File: src/rtl/bank_cmd_gen_if.sv
// Request/command bundle between a bank_cmd_gen instance and its neighbours.
// Latency: none; this is wiring only.
// Backpressure: req_ready from the bank gates requests; grant from the arbiter issues commands.
interface bank_cmd_gen_if #(
  parameter int CMD_TYPE_WIDTH = 3,
  parameter int ROW_WIDTH      = 16,
  parameter int COL_WIDTH      = 10,
  parameter int QWIDTH         = CMD_TYPE_WIDTH + ROW_WIDTH
);
  logic                 req_valid;
  logic                 req_ready;
  logic [ROW_WIDTH-1:0] req_row;
  logic [COL_WIDTH-1:0] req_col;
  logic                 req_we;
  logic                 cmd_valid;
  logic [QWIDTH-1:0]    cmd_word;
  logic                 grant;
  logic                 row_open;
  logic [ROW_WIDTH-1:0] open_row;

  // Requester plus arbiter side.
  modport master (
    output req_valid, req_row, req_col, req_we, grant,
    input  req_ready, cmd_valid, cmd_word, row_open, open_row
  );

  // Bank command generator side.
  modport slave (
    input  req_valid, req_row, req_col, req_we, grant,
    output req_ready, cmd_valid, cmd_word, row_open, open_row
  );
endinterface

File: src/rtl/bank_cmd_gen.sv
// Per-bank command generator: holds one request, tracks open row and tRCD/tRP/tRAS/tWR, offers one command.
// Latency: accepted request offers its first command the next cycle; timers gate ACT/RD/WR/PRE.
// Backpressure: req_ready low while a request is pending, except in the cycle its RD/WR is granted.
module bank_cmd_gen #(
  parameter int CMD_TYPE_WIDTH = 3,
  parameter int ROW_WIDTH      = 16,
  parameter int COL_WIDTH      = 10,
  parameter int QWIDTH         = CMD_TYPE_WIDTH + ROW_WIDTH,
  parameter int T_RCD          = 14,
  parameter int T_RP           = 14,
  parameter int T_RAS          = 32,
  parameter int T_WR           = 15,
  parameter int CNT_WIDTH      = 6
) (
  input  logic          clk,
  input  logic          rst,
  bank_cmd_gen_if.slave bus
);

  localparam logic [CMD_TYPE_WIDTH-1:0] CMD_NOP = CMD_TYPE_WIDTH'(0);
  localparam logic [CMD_TYPE_WIDTH-1:0] CMD_ACT = CMD_TYPE_WIDTH'(1);
  localparam logic [CMD_TYPE_WIDTH-1:0] CMD_PRE = CMD_TYPE_WIDTH'(2);
  localparam logic [CMD_TYPE_WIDTH-1:0] CMD_RD  = CMD_TYPE_WIDTH'(3);
  localparam logic [CMD_TYPE_WIDTH-1:0] CMD_WR  = CMD_TYPE_WIDTH'(4);

  localparam logic [CNT_WIDTH-1:0] RCD_LOAD = CNT_WIDTH'(T_RCD - 1);
  localparam logic [CNT_WIDTH-1:0] RP_LOAD  = CNT_WIDTH'(T_RP - 1);
  localparam logic [CNT_WIDTH-1:0] RAS_LOAD = CNT_WIDTH'(T_RAS - 1);
  localparam logic [CNT_WIDTH-1:0] WR_LOAD  = CNT_WIDTH'(T_WR - 1);

  typedef enum logic {
    ST_CLOSED = 1'b0,
    ST_OPEN   = 1'b1
  } bank_st_e;

  bank_st_e             state_q, state_d;
  logic                 pend_q, pend_d;
  logic [ROW_WIDTH-1:0] row_q, row_d;
  logic [COL_WIDTH-1:0] col_q, col_d;
  logic                 we_q, we_d;
  logic [ROW_WIDTH-1:0] open_row_q, open_row_d;
  logic [CNT_WIDTH-1:0] rcd_q, rcd_d;
  logic [CNT_WIDTH-1:0] rp_q, rp_d;
  logic [CNT_WIDTH-1:0] ras_q, ras_d;
  logic [CNT_WIDTH-1:0] wr_q, wr_d;

  logic                      cmd_vld;
  logic [CMD_TYPE_WIDTH-1:0] cmd_type;
  logic [ROW_WIDTH-1:0]      cmd_addr;
  logic                      issue;
  logic                      col_done;
  logic                      req_rdy;
  logic                      accept;

  // Saturating down-count used by every timing counter that is not being reloaded.
  function automatic logic [CNT_WIDTH-1:0] cnt_dec(input logic [CNT_WIDTH-1:0] c);
    return (c == '0) ? c : c - CNT_WIDTH'(1);
  endfunction

  // Pick the one command this bank can offer, purely from registered state.
  always_comb begin
    cmd_vld  = 1'b0;
    cmd_type = CMD_NOP;
    cmd_addr = '0;
    if (pend_q) begin
      if (state_q == ST_CLOSED) begin
        if (rp_q == '0) begin
          cmd_vld  = 1'b1;
          cmd_type = CMD_ACT;
          cmd_addr = row_q;
        end
      end else if (open_row_q == row_q) begin
        if (rcd_q == '0) begin
          cmd_vld  = 1'b1;
          cmd_type = we_q ? CMD_WR : CMD_RD;
          cmd_addr = ROW_WIDTH'(col_q);
        end
      end else if ((ras_q == '0) && (wr_q == '0)) begin
        cmd_vld  = 1'b1;
        cmd_type = CMD_PRE;
      end
    end
  end

  // A granted RD/WR retires the request, so a new one may land on the same edge.
  assign issue    = bus.grant & cmd_vld;
  assign col_done = issue & ((cmd_type == CMD_RD) | (cmd_type == CMD_WR));
  assign req_rdy  = ~pend_q | col_done;
  assign accept   = bus.req_valid & req_rdy;

  // Next-state: timers count down, a granted command updates bank tracking, accepts load the request.
  always_comb begin
    state_d    = state_q;
    pend_d     = pend_q;
    row_d      = row_q;
    col_d      = col_q;
    we_d       = we_q;
    open_row_d = open_row_q;
    rcd_d      = cnt_dec(rcd_q);
    rp_d       = cnt_dec(rp_q);
    ras_d      = cnt_dec(ras_q);
    wr_d       = cnt_dec(wr_q);
    if (issue) begin
      case (cmd_type)
        CMD_ACT: begin
          state_d    = ST_OPEN;
          open_row_d = row_q;
          rcd_d      = RCD_LOAD;
          ras_d      = RAS_LOAD;
        end
        CMD_RD: begin
          pend_d = 1'b0;
        end
        CMD_WR: begin
          pend_d = 1'b0;
          wr_d   = WR_LOAD;
        end
        CMD_PRE: begin
          state_d    = ST_CLOSED;
          open_row_d = '0;
          rp_d       = RP_LOAD;
        end
        default: begin
        end
      endcase
    end
    if (accept) begin
      pend_d = 1'b1;
      row_d  = bus.req_row;
      col_d  = bus.req_col;
      we_d   = bus.req_we;
    end
  end

  // Bank FSM and request/timer registers; reset drops the request and forgets the open row.
  always_ff @(posedge clk) begin
    if (rst) begin
      state_q    <= ST_CLOSED;
      pend_q     <= 1'b0;
      row_q      <= '0;
      col_q      <= '0;
      we_q       <= 1'b0;
      open_row_q <= '0;
      rcd_q      <= '0;
      rp_q       <= '0;
      ras_q      <= '0;
      wr_q       <= '0;
    end else begin
      state_q    <= state_d;
      pend_q     <= pend_d;
      row_q      <= row_d;
      col_q      <= col_d;
      we_q       <= we_d;
      open_row_q <= open_row_d;
      rcd_q      <= rcd_d;
      rp_q       <= rp_d;
      ras_q      <= ras_d;
      wr_q       <= wr_d;
    end
  end

  assign bus.req_ready = req_rdy;
  assign bus.cmd_valid = cmd_vld;
  assign bus.cmd_word  = {cmd_addr, cmd_type};
  assign bus.row_open  = (state_q == ST_OPEN);
  assign bus.open_row  = open_row_q;

endmodule
File: src/flat_wrapper.sv
// flat-port wrapper written by rule: the top's interface ports become plain ports
module bank_cmd_gen_flat 
#(
  parameter int CMD_TYPE_WIDTH = 3,
  parameter int ROW_WIDTH      = 16,
  parameter int COL_WIDTH      = 10,
  parameter int QWIDTH         = CMD_TYPE_WIDTH + ROW_WIDTH,
  parameter int T_RCD          = 14,
  parameter int T_RP           = 14,
  parameter int T_RAS          = 32,
  parameter int T_WR           = 15,
  parameter int CNT_WIDTH      = 6
)
  (clk, rst, bus_req_valid, bus_req_row, bus_req_col, bus_req_we, bus_grant, bus_req_ready, bus_cmd_valid, bus_cmd_word, bus_row_open, bus_open_row);
  bank_cmd_gen_if #(.CMD_TYPE_WIDTH(CMD_TYPE_WIDTH), .ROW_WIDTH(ROW_WIDTH), .COL_WIDTH(COL_WIDTH), .QWIDTH(QWIDTH)) bus_i ();
  input  logic clk;
  input  logic rst;
  input wire logic [$bits(bus_i.req_valid)-1:0] bus_req_valid;
  input wire logic [$bits(bus_i.req_row)-1:0] bus_req_row;
  input wire logic [$bits(bus_i.req_col)-1:0] bus_req_col;
  input wire logic [$bits(bus_i.req_we)-1:0] bus_req_we;
  input wire logic [$bits(bus_i.grant)-1:0] bus_grant;
  output wire logic [$bits(bus_i.req_ready)-1:0] bus_req_ready;
  output wire logic [$bits(bus_i.cmd_valid)-1:0] bus_cmd_valid;
  output wire logic [$bits(bus_i.cmd_word)-1:0] bus_cmd_word;
  output wire logic [$bits(bus_i.row_open)-1:0] bus_row_open;
  output wire logic [$bits(bus_i.open_row)-1:0] bus_open_row;
  assign bus_i.req_valid = bus_req_valid;
  assign bus_i.req_row = bus_req_row;
  assign bus_i.req_col = bus_req_col;
  assign bus_i.req_we = bus_req_we;
  assign bus_i.grant = bus_grant;
  assign bus_req_ready = bus_i.req_ready;
  assign bus_cmd_valid = bus_i.cmd_valid;
  assign bus_cmd_word = bus_i.cmd_word;
  assign bus_row_open = bus_i.row_open;
  assign bus_open_row = bus_i.open_row;
  bank_cmd_gen #(.CMD_TYPE_WIDTH(CMD_TYPE_WIDTH), .ROW_WIDTH(ROW_WIDTH), .COL_WIDTH(COL_WIDTH), .QWIDTH(QWIDTH), .T_RCD(T_RCD), .T_RP(T_RP), .T_RAS(T_RAS), .T_WR(T_WR), .CNT_WIDTH(CNT_WIDTH)) u_core (.clk(clk), .rst(rst), .bus(bus_i));
endmodule
File: config.mk
export PLATFORM = sky130hd
export DESIGN_NAME = bank_cmd_gen_flat
export DESIGN_NICKNAME = d
export VERILOG_FILES = /design/src/rtl/bank_cmd_gen_if.sv /design/src/rtl/bank_cmd_gen.sv /design/src/flat_wrapper.sv
export SDC_FILE = /design/constraint.sdc
export NUM_CORES = 1
export LEC_CHECK = 0
export ABC_AREA = 1
export CORE_MARGIN = 4
export CORE_UTILIZATION = 54
export CTS_BUF_LIST = sky130_fd_sc_hd__clkbuf_4
export DETAILED_ROUTE_END_ITERATION = 12
export PLACE_DENSITY = 0.91
export SLEW_MARGIN = 0
export SYNTH_ARGS = -nofsm -noshare
export SYNTH_HDL_FRONTEND = slang
export SYNTH_SLANG_ARGS = --single-unit
File: constraint.sdc
create_clock -name clk -period 3 [get_ports clk]
set_clock_uncertainty 0.15 [all_clocks]
set_input_delay 0.6 -clock clk [delete_from_list [all_inputs] [get_ports clk]]
set_output_delay 0.6 -clock clk [all_outputs]
set_load 0.01 [all_outputs]
==> summary.txt, run 1 <==
status -> finished clean
actual slew at the worst max-slew pin -> 643 ps
GPL Wtd Cong -> 0.860
fraction of layout cells with a size suffix above 1 -> 19.3%
clock transition at the registers of the reported paths -> 110 ps
count of final hold-check violations -> 0
io pins -> 69
Setup crit end kind -> primary output
worst-case clock buffer depth -> 2
Clk Latency, worst-skew pair -> 430 ps
HPWL after detailed placement -> 7050 um
Post-DRT Antenna Nets -> 0
clock sinks -> 69
Post-Syn Instances -> 540
antenna violations before repair -> 0
pin count of the biggest net entering global routing -> 56
DR iter-0 viols -> 294
top cell type's share of synthesized area -> 37.6%
CTS root buf -> clkbuf_4
htree depth -> 3
fin crit period -> 2960 ps
height of the die -> 90.4 um
sequential area share after synthesis -> 37.6%
PD cells -> 700 mW/mm^2
dpl ws -> 25.8 ps
Die W -> 90.4 um
VDD IR max -> 366 uV
Vias -> 3,814
cell count after placement -> 672
EDFF count, synth -> 0
number of synthesis warnings -> 0
Worst Setup Start Kind -> flip-flop
Crit path buffers/inverters -> 3
CP Data Arrival Time -> 2210 ps
post-synth cell types -> 32
f_max -> 338 MHz
min-delay worst type -> reg -> reg
vias in the first global route -> 3,630
detailed-router iteration count before antenna repair -> 5
#FFs+latches synth -> 69
Mapped Area -> 0.00367 mm^2
Final period util -> 98.6%
most frequent CP cell -> nand2_1
Max-cap violations -> 0
Syn Nets -> 579
diode count -> 0
cells along the critical path -> inv_1, nand2_1, nand2_1, nor2_2, nand2_1, nor2_2, nand2_2, buf_6, nand2_4, nand3_4, nand3_2, nor2_1, nor2_1, nand2_2, buf_6
final hold slack -> 333 ps
DRC -> 0
FF/Latch Area -> 0.00142 mm^2
Routed Wire Length -> 10,300 um
DIE AREA -> 0.00818 mm^2
Worst R2R Setup Slack -> 160 ps
fill cell count -> 491
cts bufs inserted -> 9
first-pass GRT wire length -> 16,500 um
Final nets -> 649
Setup CP Type -> reg -> out
area leader, netlist -> dfxtp_1
worst path required time -> 2250 ps
Final Max Tran Viols -> 0
Synth Flop Type -> dfxtp_1
gr usage total -> 24.4%
dominant cells by area after synthesis -> dfxtp_1 (38%), nand2_1 (11%), nand3_1 (8.5%)
post-route setup slack -> 40.8 ps
wire per inst -> 14.9 um
multi-input logic area -> 0.00190 mm^2
CTS tree -> done
RSZ-0062 raised after global routing -> yes
cell family with most CP delay -> simple AND/OR/NAND/NOR gates
Initial Util -> 56.8%
number of core rows -> 29
Final setup viols -> 0
Slowest Stage Delay on Critical Path -> 360 ps
CP max FO -> 4
Slew HR -> 57.0%
Async S/R FF share, synth -> 0%
port bufs -> 68
Placeable Area -> 0.00646 mm^2
Via density -> 5.51
Static Leak -> 2.19 nW
final std cells w/o fill -> 692
GRT overflow -> 0
Avg Cell Area, Syn -> 6.80 um^2
Slowest cell on crit path -> dfxtp_2
Synth-to-Final Area Change -> 27.9%
==> worst min-delay path, stage by stage, from the launching register on <==
cell and delay, ps:
dfxtp_1 320, nand2_1 60, a21oi_1 60
==> synthesized netlist by cell type, types with 4 or more instances <==
library cell,n
inv_1,69
clkbuf_1,13
nor2_1,51
xnor2_1,9
nor3_1,15
a21oi_1,36
buf_1,4
o21ai_0,11
xor2_1,8
buf_2,6
a221oi_1,10
ha_1,8
inv_2,15
o21ai_1,13
dfxtp_1,69
buf_6,6
nand2_1,110
nand2_2,4
nand3_1,62
==> metrics by stage <==
step                      util [%]  cell area (um^2)  TNS, ps  total power, mW
after floorplan                  -              3670        0             2.14
after CTS                     71.3              4610     -116             3.25
after detailed placement      68.3              4410        0             2.55
final                         72.7              4690        0             3.28
after global routing          72.7              4690     -534             3.51
after global placement        68.3              4410        0             2.47
==> registers in the layout, indices dropped and copies added (netlist names) <==
register             flops
u_core.bus.open_row     16
u_core.row_q            16
u_core.col_q            10
u_core.ras_q             6
u_core.rcd_q             6
u_core.rp_q              6
u_core.wr_q              6
u_core.bus.row_open      1
u_core.pend_q            1
u_core.we_q              1
==> repair_timing <==
item                                    CTS  global route
hold buffers                              0             0
buffers inserted                          1             3
pin swaps                                 1            13
gates resized for setup                  43            63
endpoints found under the setup margin   15            21
cloned                                    0             0
==> power breakdown <==
part	leakage (nW)	total (mW)	switching, mW	internal, mW
sequential	0.578	1.23	0.133	1.10
clock	0.0884	0.691	0.343	0.348
combinational	1.52	1.37	0.781	0.584
total	2.19	3.28	1.26	2.03
==> layout make-up <==
cell class                 count  area share [%]
inverter                      85            6.85
multi-input combinational    357            40.5
clock inverter                 6            1.84
clock buffer                  10            1.60
tap                           77            2.05
sequential                    69            30.2
timing repair buffer          88            17.0
==> kinds of logic after synthesis <==
| logic type | Yosys count | share of synthesized area [%] |
|---|---|---|
| and+or+nand+nor | 253 | 29.8 |
| adders and majority gates | 8 | 2.73 |
| DFF | 69 | 37.6 |
| xor gates and xnor gates | 17 | 4.06 |
| AOI/OAI and AO/OA | 79 | 12.7 |
| buffers and inverters | 114 | 13.1 |
==> worst paths after layout <==
kind	depth (start not counted)	end	start
hold reg to reg	2	u_core.wr_q[0]	u_core.wr_q[0]
setup reg to reg	19	u_core.row_q[15]	u_core.row_q[8]
hold / removal	2	u_core.wr_q[0]	u_core.wr_q[0]
setup / recovery	15	bus_req_ready	u_core.row_q[8]
==> layer usage <==
| layer | wire length [um] | global-route usage (%) |
|---|---|---|
| met1 | 4220 | 29.6 |
| met2 | 5190 | 41.8 |
| met3 | 641 | 6.42 |
| met4 | 277 | 8.55 |
| met5 | 0 | 0 |
==> cell usage in the layout, fill, tap and decap left out, types with 9 or more instances in the layout <==
cell             netlist  routed
a21oi_1               36      35
buf_4                  0      18
clkbuf_4               0      10
clkdlybuf4s50_1        0      47
dfxtp_1               69      44
dfxtp_2                0      24
inv_1                 69      64
inv_2                 15      19
nand2_1              110     106
nand3_1               62      62
nor2_1                51      48
nor3_1                15      15
o21ai_0               11      11
o21ai_1               13      13
xnor2_1                9       9
No activity file was read; power rests on OpenSTA's default activity.
==> run 2: changes to the inputs <==
--- a/config.mk
+++ b/config.mk
@@ -10,6 +10,7 @@
 export CORE_UTILIZATION = 54
 export CTS_BUF_LIST = sky130_fd_sc_hd__clkbuf_4
 export DETAILED_ROUTE_END_ITERATION = 12
+export HOLD_SLACK_MARGIN = 0.03
 export PLACE_DENSITY = 0.91
 export SLEW_MARGIN = 0
 export SYNTH_ARGS = -nofsm -noshare
==> constraint.sdc (replaced) <==
create_clock -name clk -period 3.2 [get_ports clk]
set_clock_uncertainty 0.15 [all_clocks]
set_input_delay 0.64 -clock clk [delete_from_list [all_inputs] [get_ports clk]]
set_output_delay 0.64 -clock clk [all_outputs]
set_load 0.01 [all_outputs]
==> run 2 against run 1 <==
Hold slack got worse by 5.5 ps. Final area decreased by 4.1%. Non-clock buffer count fell by 10. Power fell by 14%. Wire length fell by 10%. Critical path depth decreased by 9. Highest routed layer unchanged. Critical endpoint is now bus_cmd_word[2]. Via count shrank 4.6%.
==> summary.txt, run 2 (synthesized netlist as in run 1, its figures left out) <==
status -> finished clean
Routed Wire Length -> 9300 um (-10%)
post-route setup TNS -> 0 ps (unchanged)
min-delay worst type -> reg -> reg
count of final hold-check violations -> 0 (unchanged)
post-route setup slack -> 95.4 ps (+54.6 ps)
Clk Latency, worst-skew pair -> 410 ps (-20 ps)
number of core rows -> 29 (unchanged)
Cell Area, Placed -> 0.00435 mm^2 (-1.5%)
Slew HR -> 38.3% (-19 points)
CTS tree -> done
CP max FO -> 12 (+8)
Setup CP Type -> reg -> out
CP Data Arrival Time -> 2310 ps (+100 ps)
DIE AREA -> 0.00818 mm^2 (unchanged)
io pins -> 69 (unchanged)
Static Leak -> 2.05 nW (-6.4%)
Final period util -> 97.0%
dpl ws -> 19.3 ps (-6.55 ps)
htree depth -> 3 (unchanged)
Synth-to-Final Area Change -> 22.7%
Max-cap violations -> 0 (unchanged)
port bufs -> 68 (unchanged)
Setup crit end kind -> primary output
detailed-router iteration count before antenna repair -> 5 (unchanged)
HPWL after detailed placement -> 6680 um (-5.3%)
vias in the first global route -> 3,415 (-5.9%)
fraction of layout cells with a size suffix above 1 -> 10.9% (-8.4 points)
Placeable Area -> 0.00646 mm^2 (unchanged)
Final nets -> 639 (-1.5%)
Via density -> 5.35 (-2.9%)
CTS Hold Bufs -> 0 (unchanged)
VDD IR max -> 280 uV (-23%)
clock transition at the registers of the reported paths -> 110 ps (about the same)
cts bufs inserted -> 9 (unchanged)
CTS root buf -> clkbuf_4
actual slew at the worst max-slew pin -> 926 ps (+283 ps)
Worst Setup Start Kind -> flip-flop
RSZ-0062 raised after global routing -> yes
Vias -> 3,639 (-4.6%)
clock sinks -> 69 (unchanged)
pin count of the biggest net entering global routing -> 56 (unchanged)
GPL Wtd Cong -> 0.835 (-2.9%)
most frequent cells in the layout -> nand2_1 (109), inv_1 (69), dfxtp_1 (64), nand3_1 (62), clkdlybuf4s50_1 (53)
PD cells -> 624 mW/mm^2 (-11%)
Final Max Tran Viols -> 0 (unchanged)
most common cell after layout, fill and taps aside -> nand2_1
first-pass GRT wire length -> 15,300 um (-7.3%)
height of the die -> 90.4 um (unchanged)
Die W -> 90.4 um (unchanged)
worst path required time -> 2410 ps (+160 ps)
Post-DRT Antenna Nets -> 0 (unchanged)
Initial Util -> 56.8% (unchanged)
wire per inst -> 13.7 um (-8.4%)
fin crit period -> 3100 ps
Final Cell Area -> 0.00450 mm^2 (-4.1%)
Core Util, Final -> 69.7% (-3.0 points)
DRC -> 0 (unchanged)
antenna violations before repair -> 0 (unchanged)
diode count -> 0 (unchanged)
f_max -> 322 MHz
worst-case clock buffer depth -> 2 (unchanged)
Final setup viols -> 0 (unchanged)
DR iter-0 viols -> 181 (-38%)
GRT overflow -> 0 (unchanged)
final hold slack -> 328 ps (-5.48 ps)
gr usage total -> 22.6% (-1.8 points)
## run 2: critical path, stage by stage, from the launching register on
cell and delay, ps:
dfxtp_1 420, nand2_1 380, inv_1 190, nand3_1 90, nor2_1 150, buf_4 140, clkdlybuf4s50_1 520
## run 2: cell type report
cell class	instances	area, um^2
clock buffer	11	82.6
clock inverter	3	15.0
fill	542	1960
inverter	85	329
multi-input combinational	357	1860
sequential	69	1390
tap	77	96.3
timing repair buffer	78	734
## run 2: power by group
part | total [mW] | internal (mW) | switching, mW | leakage (nW)
Clock | 0.451 | 0.166 | 0.286 | 0.0623
Sequential | 1.15 | 1.02 | 0.121 | 0.570
Combinational | 1.21 | 0.512 | 0.699 | 1.42
## run 2: worst paths after layout
kind / start / endpoint / slack (ps) / cells past startpoint
worst max-delay path: u_core.pend_q / bus_cmd_word[2] / 100 / 6
worst min-delay path: u_core.wr_q[0] / u_core.wr_q[0] / 330 / 2
worst max register to register: u_core.row_q[4] / u_core.row_q[15] / 430 / 18
worst min register to register: u_core.wr_q[0] / u_core.wr_q[0] / 330 / 2
## run 2: what timing repair did
action,4_1_cts,5_1_grt
setup buffers,1,0
resized for setup,20,19
setup endpoints to repair,15,12
pin swaps,1,0
gates cloned,0,0
## run 2: layer usage
layer | global-route usage (%) | vias up | wire, um
li1 | - | 1839 | -
met1 | 27.4 | 1630 | 3940
met2 | 39.3 | 151 | 4510
met3 | 4.58 | 19 | 681
met4 | 8.93 | 0 | 163
met5 | 0 | - | 0
## run 2: metrics by stage
step | total power [mW] | cells
after floorplan | 2.00 | 540
after global placement | 2.26 | 665
after detailed placement | 2.33 | 665
after CTS | 2.80 | 680
after global routing | 3.02 | 680
final | 2.81 | 680
